### src/rtl/sram_controller.sv
// sram_controller: serves 32-bit word loads/stores from a 16-bit asynchronous SRAM
// as two half-word phases (LO then HI), each held for SRAM_WAIT cycles.
module sram_controller #(
    parameter int SRAM_WAIT = 1
) (
    input  logic        clk,
    input  logic        rst,
    input  logic        read_en,
    input  logic        write_en,
    input  logic [31:0] address,
    input  logic [31:0] write_data,
    output logic [31:0] read_data,
    output logic        ready,
    output logic [17:0] sram_addr,
    output logic [15:0] sram_data_out,
    input  logic [15:0] sram_data_in,
    output logic        sram_data_oe,
    output logic        sram_ce_n,
    output logic        sram_oe_n,
    output logic        sram_we_n,
    output logic        sram_ub_n,
    output logic        sram_lb_n
);
    typedef enum logic [2:0] {IDLE, RD_LO, RD_HI, WR_LO, WR_HI, DONE} state_t;
    localparam logic [3:0] LAST = 4'(SRAM_WAIT - 1);

    state_t      state_q;
    logic [3:0]  wait_q;
    logic [16:0] idx_q;
    logic [31:0] wdata_q, rdata_q;
    logic        phase_end, rd, wr, hi, unused_addr;

    assign phase_end   = wait_q == LAST;
    assign unused_addr = ^{address[31:19], address[1:0]};

    always_ff @(posedge clk or negedge rst) begin
        if (!rst) begin
            state_q <= IDLE;
            wait_q  <= '0;
            idx_q   <= '0;
            wdata_q <= '0;
            rdata_q <= '0;
        end else begin
            // the wait counter restarts on every phase entry
            wait_q <= (state_q inside {IDLE, DONE} || phase_end) ? '0 : wait_q + 4'd1;
            case (state_q)
                IDLE: begin
                    if (write_en) begin
                        idx_q   <= address[18:2];
                        wdata_q <= write_data;
                        state_q <= WR_LO;
                    end else if (read_en) begin
                        idx_q   <= address[18:2];
                        state_q <= RD_LO;
                    end
                end
                RD_LO: if (phase_end) begin
                    rdata_q[15:0] <= sram_data_in;
                    state_q       <= RD_HI;
                end
                RD_HI: if (phase_end) begin
                    rdata_q[31:16] <= sram_data_in;
                    state_q        <= DONE;
                end
                WR_LO: if (phase_end) state_q <= WR_HI;
                WR_HI: if (phase_end) state_q <= DONE;
                default: state_q <= IDLE;
            endcase
        end
    end

    assign rd            = state_q inside {RD_LO, RD_HI};
    assign wr            = state_q inside {WR_LO, WR_HI};
    assign hi            = state_q inside {RD_HI, WR_HI};
    assign read_data     = rdata_q;
    assign ready         = state_q == DONE || (state_q == IDLE && !(read_en || write_en));
    assign sram_addr     = (rd || wr) ? {idx_q, hi} : '0;
    assign sram_data_out = wr ? (hi ? wdata_q[31:16] : wdata_q[15:0]) : '0;
    assign sram_data_oe  = wr;
    assign sram_ce_n     = !(rd || wr);
    assign sram_oe_n     = !rd;
    assign sram_we_n     = !wr;
    assign sram_ub_n     = !(rd || wr);
    assign sram_lb_n     = !(rd || wr);
endmodule
### config.mk
export PLATFORM = sky130hd
export DESIGN_NAME = sram_controller
export DESIGN_NICKNAME = d
export VERILOG_FILES = /design/src/rtl/sram_controller.sv
export SDC_FILE = /design/constraint.sdc
export NUM_CORES = 1
export LEC_CHECK = 0
export ABC_AREA = 1
export CAP_MARGIN = 10
export CORE_MARGIN = 2
export CORE_UTILIZATION = 30
export DETAILED_ROUTE_END_ITERATION = 10
export GPL_TIMING_DRIVEN = 0
export PLACE_DENSITY = 0.64
export SLEW_MARGIN = 20
export SYNTH_ARGS = -nofsm -noshare
export SYNTH_HDL_FRONTEND = slang
export SYNTH_SLANG_ARGS = --single-unit
### constraint.sdc
create_clock -name clk -period 1.6 [get_ports clk]
set_input_delay 0.24 -clock clk [delete_from_list [all_inputs] [get_ports clk]]
set_output_delay 0.24 -clock clk [all_outputs]
set_load 0.005 [all_outputs]
==> out/qor.yml <==
routing:
  num_vias: 3693
  drt_pass1_iterations: 4
  drcViolationCount: 0
  antenna_left: 0
  drt_first_iter_violations: 109
  wirelength_mm: 11.9
  wire_per_inst_um: 14.3
  vias_per_cell: 4.42
status:
  violations: "negative setup slack"
  outcome: "finished, violations left"
worst_setup_path:
  startpoint_type: "flip-flop"
  required_ps: 1360
  slowest_stage: "dfrtp_1"
  crit_top_cell: "buf_12"
  path_class: "reg2out"
  cp_num_buf_inv: 5
  path_cells: "inv_2 > nand2_2 > nand3_4 > buf_12 > clkinv_8 > buf_12 > nand2_1 > a21oi_2 > buf_2"
  crit_arrival_ps: 1750
  critPathTopFamily: "buffers and inverters"
  crit_path_end_kind: "primary output"
  critical_path.max_fanout: 8
  critPathMaxStageDelay_ps: 410
synthesis:
  synth_edf_count: 0
  synth.cell_area_um2: 3980
  ys.flop_type: "dfrtp_1"
  ys_seq_area_frac: 0.553
  synth.most_common_cell: "nand2_1"
  avgSynthCellArea_um2: 8.60
  netlist_top_cells_count: "nand2_1 (104), dfrtp_1 (88), inv_1 (71)"
  synth_area_leaders: "dfrtp_1 (55%), nand2_1 (9.8%), inv_1 (6.7%)"
  syn_inst: 463
  yosys_warnings: 0
  ys_ff_latch: 88
  syn_nets: 549
  yosysTopAreaCell: "dfrtp_1"
  synth_cell_types: 25
  postSynth.asyncResetShare: 1.00
  synth_top_area_share: 0.553
timing:
  finClkSkew_ps: 3.97
  finalCritPeriodShare: 1.25
  hold_ws_ps: 429
  slew-limit-headroom: 0.600
  hold_violations: 0
  slew_violations: 0
  worstMarginPinSlew_ps: 600
  setup_ws_ps: -393
  min_period_ps: 1990
  rsz0062_at_grt: "true"
  setup_viol: 41
  fmax_ghz: 0.502
  fin_tns_setup_ps: -12230
die:
  die_area_um2: 14200
  core_um2: 13100
  ios: 157
  rows: 42
  die_h_um: 119
  initial_core_util: 0.304
  die_w_um: 119
power_and_ir_drop:
  p_leak_nw: 3.21
  power.density_nw_per_um2: 2080
  ir_worst_vdd_mv: 0.815
  total_power_mw: 13.4
cts:
  cts_buffers: 9
  clock_path_buffers: 2
  clk_pin_slew_ps: 70
  cts_tree: "built"
  clock_sinks: 88
  h-tree-depth: 3
  clk-insertion-delay-late_ps: 350
  cts-root-buf: "clkbuf_16"
global_routing:
  overflow: 0
  grt_max_degree: 46
  antenna_found_initial: 0
  grt_pass1_wl_mm: 19.1
  grtUsageTotal: 0.171
  grt_pass1_vias: 3792
min_path:
  hold_class: "in2reg"
final_layout:
  final_layout_size_suffix_gt1_frac: 0.315
  fin_util: 0.493
  nNetsFinal: 741
  n_antenna_cell: 0
  syn2layout_area_growth_pct: 61.9
  final_area_um2: 6450
place:
  place.gp.congestion: 0.760
  dp_hpwl_mm: 7.93
  place.port_buffers: 141
  placed_area_um2: 5640
flow_run:
  maxCapViolCount: 0
sequential cells by signal, summed over array words and instances, names as in the netlist:
register / cells
idx_q: 17
state_q: 3
wdata_q: 32
wait_q: 4
read_data: 32
cells by family (layout without fill, tap and decap cells):
family / after synthesis / after routing / synth area share
AOI/OAI and AO/OA: 101 / 101 / 0.151
DFF: 88 / 88 / 0.553
buffers and inverters: 102 / 299 / 0.115
adders and majority gates: 2 / 2 / 0.00628
and+or+nand+nor: 168 / 168 / 0.171
xor gates and xnor gates: 2 / 2 / 0.00440
cell usage in the layout, fill, tap and decap left out, drive strengths merged:
cell           count
clkdlybuf4s15      2
clkbuf            12
dfrtp             88
nand3b             1
o211ai             1
nand4              1
clkinv             3
buf              101
nor2              43
clkdlybuf4s50     99
inv               79
xnor2              1
nand3              8
a21oi             34
xor2               1
dlygate4sd3        1
ha                 2
o21ai             66
nand2            114
or2                1
clkinvlp           2
worst paths after layout:
| path | startpoint | to | slack (ps) | cells after the start |
|---|---|---|---|---|
| max | state_q[2] | sram_data_out[5] | -390 | 9 |
| min | write_data[30] | wdata_q[30] | 430 | 3 |
| max reg2reg | state_q[2] | read_data[17] | 40 | 8 |
| min reg2reg | read_data[1] | read_data[1] | 490 | 2 |
| max in group asynchronous | rst | read_data[4] | 520 | 3 |
| min in group asynchronous | rst | wdata_q[26] | 450 | 2 |
routing by layer:
layer  track usage  vias to the layer above  wire, µm
li1              -                     1807         -
met1         0.210                     1766      5070
met2         0.287                      101      5910
met3        0.0436                       19       693
met4        0.0685                        0       256
met5             0                        -         0
per-stage QoR:
stage,setup slack (ps),instances
2_1_floorplan,189,463
3_3_place_gp,-2930,780
3_5_place_dp,-480,781
4_1_cts,-357,824
5_1_grt,-476,836
6_report,-393,836
report_power, final:
group          internal (mW)  switching, mW  leakage, nW  total [mW]
Clock                   1.10          0.907        0.135        2.01
Combinational           3.92           3.60         2.00        7.51
Sequential              3.26          0.630         1.07        3.90
Total                   8.28           5.14         3.21        13.4
layout make-up:
type / count / area, µm²
plain buffers: 23 / 233
well taps: 176 / 220
fillers: 1190 / 6640
clock inverters: 6 / 42.5
inverters: 78 / 313
flip-flops and latches: 88 / 2200
clock buffers: 10 / 239
repair buffers: 182 / 1670
multi-input cells: 273 / 1530
what timing repair did:
action | in CTS | in global routing
pin swaps | 17 | 15
hold buffers | 1 | 0
gates resized for setup | 241 | 34
hold endpoints to repair | 44 | 0
setup endpoints to repair | 42 | 104
setup buffers | 24 | 16
gates cloned | 3 | 0
worst reg2reg max path, stage by stage, from the launching register on:
cell	delay (ps)
dfrtp_1	420
inv_2	130
buf_4	120
buf_4	90
nand3_1	100
or2_4	310
buf_6	150
nand2_1	80
o21ai_2	60
No activity file was read; power rests on OpenSTA's default activity.
